### config.mk
export PLATFORM = sky130hd
export DESIGN_NAME = mem_arbiter
export DESIGN_NICKNAME = d
export VERILOG_FILES = /design/src/rtl/riscv_pkg.sv /design/src/rtl/mem_arb_grant.sv /design/src/rtl/mem_arbiter.sv
export SDC_FILE = /design/constraint.sdc
export NUM_CORES = 1
export LEC_CHECK = 0
export CAP_MARGIN = 30
export CORE_MARGIN = 8
export CORE_UTILIZATION = 36
export DETAILED_ROUTE_END_ITERATION = 12
export GPL_ROUTABILITY_DRIVEN = 0
export PLACE_DENSITY_LB_ADDON = 0.2
export SYNTH_ARGS = -nofsm -noshare
export SYNTH_HDL_FRONTEND = slang
export SYNTH_HIERARCHICAL = 1
export SYNTH_SLANG_ARGS = --single-unit
### constraint.sdc
create_clock -name clk -period 1.5 [get_ports clk]
set_input_delay 0.3 -clock clk [delete_from_list [all_inputs] [get_ports clk]]
set_output_delay 0.3 -clock clk [all_outputs]
set_load 0.1 [all_outputs]
### src/rtl/riscv_pkg.sv
// Shared arbiter constants: FSM state encodings and requester IDs.
package riscv_pkg;

    typedef logic [1:0] state_t;

    localparam state_t IDLE  = 2'd0;
    localparam state_t ISSUE = 2'd1;
    localparam state_t RESP  = 2'd2;

    localparam logic REQ_IF = 1'b0;
    localparam logic REQ_LS = 1'b1;

    // Bit position in a grant vector equals the requester ID.
    function automatic logic [1:0] req_onehot(input logic id);
        return id ? 2'b10 : 2'b01;
    endfunction

endpackage

### src/rtl/mem_arb_grant.sv
// Two-requester grant selection; MEM_ARB_ROUND_ROBIN_EN selects round-robin,
// otherwise load/store has fixed priority over fetch.
module mem_arb_grant
    import riscv_pkg::*;
(
    input  logic       if_valid,
    input  logic       ls_valid,
`ifdef MEM_ARB_ROUND_ROBIN_EN
    input  logic       last_grant,
`endif
    output logic [1:0] grant
);

    always_comb begin
        grant = 2'b00;
        if (if_valid && ls_valid) begin
`ifdef MEM_ARB_ROUND_ROBIN_EN
            grant = req_onehot((last_grant == REQ_IF) ? REQ_LS : REQ_IF);
`else
            grant = req_onehot(REQ_LS);
`endif
        end else if (if_valid) begin
            grant = req_onehot(REQ_IF);
        end else if (ls_valid) begin
            grant = req_onehot(REQ_LS);
        end
    end

endmodule

### src/rtl/mem_arbiter.sv
// Single-port memory arbiter between instruction fetch and load/store.
// Define MEM_ARB_ROUND_ROBIN_EN for round-robin grants (default: LS priority).
module mem_arbiter
    import riscv_pkg::*;
#(
    parameter int unsigned MEM_WORDS = 1024,
    parameter int unsigned ADDR_W    = 32
) (
    input  logic                         clk,
    input  logic                         rst_n,
    input  logic                         if_req_valid,
    output logic                         if_req_ready,
    input  logic [ADDR_W-1:0]            if_addr,
    output logic                         if_rsp_valid,
    output logic [31:0]                  if_rsp_data,
    input  logic                         ls_req_valid,
    output logic                         ls_req_ready,
    input  logic [ADDR_W-1:0]            ls_addr,
    input  logic                         ls_we,
    input  logic [3:0]                   ls_wstrb,
    input  logic [31:0]                  ls_wdata,
    output logic                         ls_rsp_valid,
    output logic [31:0]                  ls_rsp_data,
    output logic                         mem_en,
    output logic                         mem_we,
    output logic [3:0]                   mem_wstrb,
    output logic [$clog2(MEM_WORDS)-1:0] mem_addr,
    output logic [31:0]                  mem_wdata,
    input  logic [31:0]                  mem_rdata
);

    localparam int unsigned AW = $clog2(MEM_WORDS);

    state_t        state_q, state_d;
    logic          cmd_id_q;
    logic          cmd_we_q;
    logic [3:0]    cmd_wstrb_q;
    logic [AW-1:0] addr_q;
    logic [31:0]   wdata_q;
    logic [31:0]   if_data_q;
    logic [31:0]   ls_data_q;
    logic [1:0]    grant;
    logic          accept;
    logic          sel_ls;
    logic          in_resp;
    logic [31:0]   rsp_word;

    // Byte offset and out-of-range upper address bits are intentionally dropped.
    logic unused_addr;
    assign unused_addr = ^{if_addr, ls_addr};

`ifdef MEM_ARB_ROUND_ROBIN_EN
    logic last_grant_q;

    mem_arb_grant u_grant (
        .if_valid   (if_req_valid),
        .ls_valid   (ls_req_valid),
        .last_grant (last_grant_q),
        .grant      (grant)
    );

    always_ff @(posedge clk or negedge rst_n) begin
        if (!rst_n) begin
            last_grant_q <= REQ_IF;
        end else if (accept) begin
            last_grant_q <= sel_ls ? REQ_LS : REQ_IF;
        end
    end
`else
    mem_arb_grant u_grant (
        .if_valid (if_req_valid),
        .ls_valid (ls_req_valid),
        .grant    (grant)
    );
`endif

    assign accept  = (state_q == IDLE) && (if_req_valid || ls_req_valid);
    assign sel_ls  = grant[REQ_LS];
    assign in_resp = (state_q == RESP);

    // Ready is gated by rst_n so it drops immediately when reset asserts.
    assign if_req_ready = rst_n && (state_q == IDLE) && grant[REQ_IF];
    assign ls_req_ready = rst_n && (state_q == IDLE) && grant[REQ_LS];

    always_comb begin
        state_d = state_q;
        unique case (state_q)
            IDLE:    if (accept) state_d = ISSUE;
            ISSUE:   state_d = RESP;
            RESP:    state_d = IDLE;
            default: state_d = IDLE;
        endcase
    end

    always_ff @(posedge clk or negedge rst_n) begin
        if (!rst_n) begin
            state_q     <= IDLE;
            cmd_id_q    <= REQ_IF;
            cmd_we_q    <= 1'b0;
            cmd_wstrb_q <= 4'b0000;
            addr_q      <= '0;
            wdata_q     <= 32'h0;
            if_data_q   <= 32'h0;
            ls_data_q   <= 32'h0;
        end else begin
            state_q <= state_d;
            if (accept) begin
                cmd_id_q    <= sel_ls ? REQ_LS : REQ_IF;
                cmd_we_q    <= sel_ls && ls_we;
                cmd_wstrb_q <= sel_ls ? ls_wstrb : 4'b0000;
                addr_q      <= sel_ls ? ls_addr[2 +: AW] : if_addr[2 +: AW];
                // Fetches leave mem_wdata at its last value.
                if (sel_ls) begin
                    wdata_q <= ls_wdata;
                end
            end
            if (in_resp) begin
                if (cmd_id_q == REQ_LS) begin
                    ls_data_q <= rsp_word;
                end else begin
                    if_data_q <= rsp_word;
                end
            end
        end
    end

    assign mem_en    = (state_q == ISSUE);
    assign mem_we    = mem_en && cmd_we_q;
    assign mem_wstrb = mem_en ? cmd_wstrb_q : 4'b0000;
    assign mem_addr  = addr_q;
    assign mem_wdata = wdata_q;

    assign rsp_word     = cmd_we_q ? 32'h0 : mem_rdata;
    assign if_rsp_valid = in_resp && (cmd_id_q == REQ_IF);
    assign ls_rsp_valid = in_resp && (cmd_id_q == REQ_LS);
    assign if_rsp_data  = if_rsp_valid ? rsp_word : if_data_q;
    assign ls_rsp_data  = ls_rsp_valid ? rsp_word : ls_data_q;

endmodule

==> out/metrics.yaml <==
run_status:
  status: "finished, violations left"
  violations: "hold timing, setup timing"
finish:
  final_cells: 918
  nFillCells: 733
  area_growth_syn_to_layout_pct: 121.6
  finalNetCount: 866
  multiInputGateArea_mm2: 0.002751
  drive_above_1_share_pct: 52.70
  diodes: 0
  seq_area_mm2: 0.002853
  design_area_mm2: 0.01062
yosys:
  synth.most_common_cell: "dfrtp_1"
  synth-edff-count: 0
  ys_dominant_reg_cell: "dfrtp_1"
  synth.area.top_cells: "dfrtp_1 59%, o21ai_0 8.1%, nand2_1 7.9%"
  ys_ff_latch: 114
  syn_avg_cell_area_um2: 10.22
  yosysTopAreaCellShare_pct: 59.50
  synth_warnings: 6
  synthCells: 469
  netlist-cell-type-count: 20
  synth_area_mm2: 0.004795
  asyncSetResetFlopFracSynth_pct: 100.0
  synth_top_area_cell: "dfrtp_1"
  seq_area_frac_synth_pct: 59.50
  synth_fp_nets: 606
  synth_common_cells: "114 x dfrtp_1, 101 x nand2_1, 78 x o21ai_0"
sta:
  whs_ns: -0.0002061
  finalSetupViolations: 122
  report.final.hold_viol_count: 2
  fin_skew_ns: 0.005424
  finalMaxSlewViolations: 0
  max_freq_mhz: 455.0
  worst_pin_slew_ns: 0.6269
  fin_ws_ns: -0.6976
  relSlewSlack_pct: 58.20
  period_share_pct: 146.5
  rsz0062_at_grt: "true"
  period_needed_ns: 2.198
setup_path:
  critPathRequiredTime_ns: 1.20
  worstReg2RegStart: "state_q[1]"
  worst_setup_path_start_kind: "flop"
  regToRegSetupSlack_ns: -0.21
  critical_path_arrival_ns: 1.90
  worstSetupPathType: "flop to primary output"
  cp_max_fo: 5
  worst_setup_path_end_kind: "primary output"
  regToRegEndpoint: "mem_wdata[6]"
  r2r_cells: 8
clock_tree:
  cts-root-buf: "clkbuf_16"
  cts_tree: "built"
  cts_htree_levels: 4
  cts_buffers: 17
  clk_latency_ns: 0.41
  cts.sinks: 114
  path_clk_slew_ns: 0.05
  cts_buffer_depth: 2
detailed_routing:
  dr.pass1.iters: 4
  routed_wl_mm: 18.02
  drtAntennaViolNets: 0
  vias: 4632
  drtIter0Drc: 229
  vias_per_cell: 5.046
  wl_per_cell_um: 19.63
  drc: 0
global_routing:
  grt_pass1_vias: 5169
  grt_overflow: 0
  grt_pass1_wl_mm: 27.99
  grt_max_degree: 111
  grt_usage_pct: 20.34
  antenna_found_initial: 0
worst_hold_path:
  hold_class: "input pin to async pin"
floorplan:
  die_width_um: 131.4
  fp-row-count: 42
  die_y_um: 131.4
  start_util_pct: 36.50
  io_pins: 253
  core_mm2: 0.01314
  die_area_mm2: 0.01727
place:
  place_area_mm2: 0.009299
  dp.cells: 864
  port_buffers: 208
  hpwl_mm: 11.86
  dp_worst_setup_slack_ns: -0.3488
flow_run:
  max-cap-violations: 0
==> cell usage in the layout, fill, tap and decap left out, types with 4 or more instances in the layout <==
| cell type | netlist | routed |
|---|---|---|
| buf_12 | 0 | 128 |
| o21ai_4 | 0 | 64 |
| a21oi_1 | 20 | 18 |
| o21ai_1 | 51 | 29 |
| clkbuf_8 | 0 | 4 |
| and2_4 | 0 | 6 |
| mux2i_1 | 15 | 15 |
| clkinvlp_4 | 0 | 4 |
| buf_6 | 4 | 15 |
| clkbuf_16 | 0 | 20 |
| mux2_2 | 32 | 32 |
| clkdlybuf4s50_1 | 0 | 91 |
| nand2_1 | 101 | 36 |
| inv_1 | 8 | 6 |
| o21ai_0 | 78 | 36 |
| nand2_2 | 0 | 51 |
| dfrtp_1 | 114 | 114 |
| bufinv_16 | 0 | 5 |
| buf_4 | 0 | 32 |
| nand2_4 | 0 | 14 |
==> flip-flops by register name, summed over array words and instances, names as in the netlist <==
signal       count
state_q          2
cmd_wstrb_q      4
cmd_we_q         1
cmd_id_q         1
mem_wdata       32
ls_data_q       32
mem_addr        10
if_data_q       32
==> logic make-up after synthesis <==
family	synth area share, %
buffers and inverters	4.201
flip-flops	59.50
multiplexers	10.65
AO/OA/AOI/OAI	15.55
AND/OR/NAND/NOR	10.10
==> metrics by stage <==
stage	util [%]	TNS [ns]
after CTS	79.46	-45.01
after global placement	70.78	-27.22
after global routing	80.86	-60.77
final	80.86	-51.93
after floorplan	-	-25.57
after detailed placement	70.78	-29.96
==> repair_timing <==
action,CTS,global route
pin swaps,10,8
cloned,6,4
hold buffers,1,0
buffers inserted,7,6
gates resized for setup,74,38
endpoints found under the hold margin,4,0
endpoints found under the setup margin,121,133
==> worst max-delay path by stage <==
stage                      start               to  slack, ns
finish                  cmd_id_q  if_rsp_data[30]      -0.70
global route          state_q[1]   if_rsp_data[4]      -0.76
CTS                     cmd_id_q   if_rsp_data[5]      -0.70
detailed placement  ls_req_valid      mem_addr[9]      -0.35
global placement    ls_req_valid    mem_wdata[11]      -0.31
floorplan             state_q[1]  if_rsp_data[16]      -0.48
==> layer usage <==
layer / wire (um) / up-vias / global-route usage (%)
met5: 0 / - / 0
met4: 342 / 0 / 7.530
met3: 1455 / 28 / 8.994
met2: 9642 / 162 / 35.65
met1: 6581 / 2315 / 21.08
li1: - / 2127 / -
==> critical path, stage by stage (launching register included) <==
cell,delay (ns)
dfrtp_1,0.38
or3b_4,0.45
buf_6,0.15
clkbuf_16,0.16
nand2_2,0.10
o21ai_4,0.07
buf_12,0.17
==> cell type report <==
class                   instances  share of cell area (%)
inverters                       8                  0.3534
multi-input cells             313                   25.90
well taps                     176                   2.073
clock buffers                  23                   4.594
repair buffers                275                   38.57
flip-flops and latches        114                   26.86
clock inverters                 9                   1.649
Power is left out: the tool's default activity adds up to more than one toggle a clock period on the data nets, which glitch-free logic cannot reach.
==> variant, RTL diff (same flow settings) <==
Build with the macro `MEM_ARB_ROUND_ROBIN_EN` defined.
--- a/src/rtl/mem_arb_grant.sv
+++ b/src/rtl/mem_arb_grant.sv
@@ -2,2 +2,4 @@
 // otherwise load/store has fixed priority over fetch.
+`define MEM_ARB_ROUND_ROBIN_EN
+
 module mem_arb_grant
Function: changed (a bounded check fails within 4 cycles, from zero or initial values and one cycle with rst_n low).
==> variant against the original RTL <==
- the run ends with negative setup slack left
- routed wire length is 10% higher
- die area is 0.16% higher
- non-clock buffer count is 14 higher
- synthesized cell count is 0.21% higher
- hold slack better by 0.0054 ns
- final area is 0.39% higher
- clock skew is 0.0029 ns higher
- setup slack worse by 0.042 ns
- area after synthesis is 0.18% higher
- core utilization is 0.31 points higher
- count of clock-buffer cells in the layout is 1 higher
- sequential cell count stayed put
Power is not shown: default switching activity piles up to over one toggle a cycle in this logic, so the estimate is an artifact.
==> variant: results <==
[global_routing]
grt_pass1_vias = 5555
grt.total_usage_pct = 22.8
antenna_found_initial = 0
grt_pass1_wl_mm = 31.0
grt_max_degree = 108

[layout]
diodes = 0
final_nets = 882
layout-drive-gt1-share_pct = 52.9
num-fill-cells = 684
finish.instance_area_sq_um = 10700

[setup_path]
arrival_ns = 1.94
rr_worst_depth = 11
slowest_delay_ns = 0.47
crit_slowest_cell = "or3b_4"
crit_fanout = 38

[logic_synthesis]
ys_async_sr_fraction_pct = 100
syn_nets = 607
synth.distinct_cells = 22
netlist_instances = 470
ys_top_cells_by_count = "dfrtp_1, nand2_1, o21ai_0, o21ai_1, mux2_2"
synthTopCellsByArea = "dfrtp_1, o21ai_0, nand2_1"
seq_area_frac_synth_pct = 59.4
yosys_warnings = 6

[clocking]
htreeDepth = 4
clockRootBuffer = "clkbuf_16"
insertion_delay_ns = 0.42
cts_max_path_buffers = 2
path_clk_slew_ns = 0.05
cts_buffers = 17

[route]
dr.pass1.iters = 4
post_drt_wl_per_cell_microns = 21.4
via_count = 4802
drtIter0Drc = 311
via_per_inst = 5.15

[place]
dpl.hpwl_mm = 12.1
io_buffer_count = 208
dp_cells = 867
placed_area_sq_um = 9320
place_ws_ns = -0.402

[timing]
setup_violations = 127
relSlewSlack_pct = 60.6
fin_tns_setup_ns = -61.44
fin_ws_ns = -0.739
skew_ns = 0.00835

[min_path]
hp-class = "in -> async"

[run_status]
status = "finished with violations"
violations = "negative setup slack"
variant: changes by cell type after synthesis, sizes merged:
| cell | change |
|---|---|
| inv | +1 |
| buf | -1 |
| nor2b | -1 |
| a21boi | +2 |
variant: logic make-up after synthesis:
logic type,count (synthesis),share of synthesized area [%]
AO/OA/AOI/OAI,151,15.8
buffers and inverters,42,4.19
flip-flops,114,59.4
multiplexers,47,10.6
AND/OR/NAND/NOR,116,9.95
variant: critical path, delay by kind of cell, from the launching register on:
kind                   cells  cell delay (ns)
and+or+nand+nor            2             0.63
AOI/OAI and AO/OA          1             0.08
buffers and inverters      2             0.40
DFF                        1             0.40
variant: layout make-up:
class                   instances  share of cell area, %
clock buffers                  24                   4.61
clock inverters                 6                  0.516
inverters                       9                  0.387
multi-input cells             314                   25.8
flip-flops and latches        114                   26.8
well taps                     176                   2.06
repair buffers                289                   39.9
variant: per-layer routing:
metal	share of wire [%]	wire length [microns]	vias to the layer above	global-route usage, %
met5	0	0	-	0
met4	1.6	313	0	7.79
met3	9.4	1870	27	9.57
met2	53	10500	211	40.1
met1	36	7260	2397	24.0
li1	-	-	2167	-
variant: final timing paths:
path	from	slack [ns]	endpoint
setup reg to reg	state_q[0]	-0.38	mem_wdata[7]
max in group asynchronous	rst_n	0.82	mem_addr[7]
hold reg to reg	ls_data_q[4]	0.51	ls_data_q[4]
setup / recovery	cmd_id_q	-0.74	if_rsp_data[21]
hold / removal	rst_n	0.005	ls_data_q[3]
min in group clk	ls_wstrb[2]	0.48	cmd_wstrb_q[2]
variant: timing repair:
item                       CTS  global route
pin swaps                    9             3
setup endpoints to repair  135           148
resized for setup           76            47
hold buffers                 1             0
gates cloned                12             0
setup buffers               16            12
hold endpoints to repair     7             0
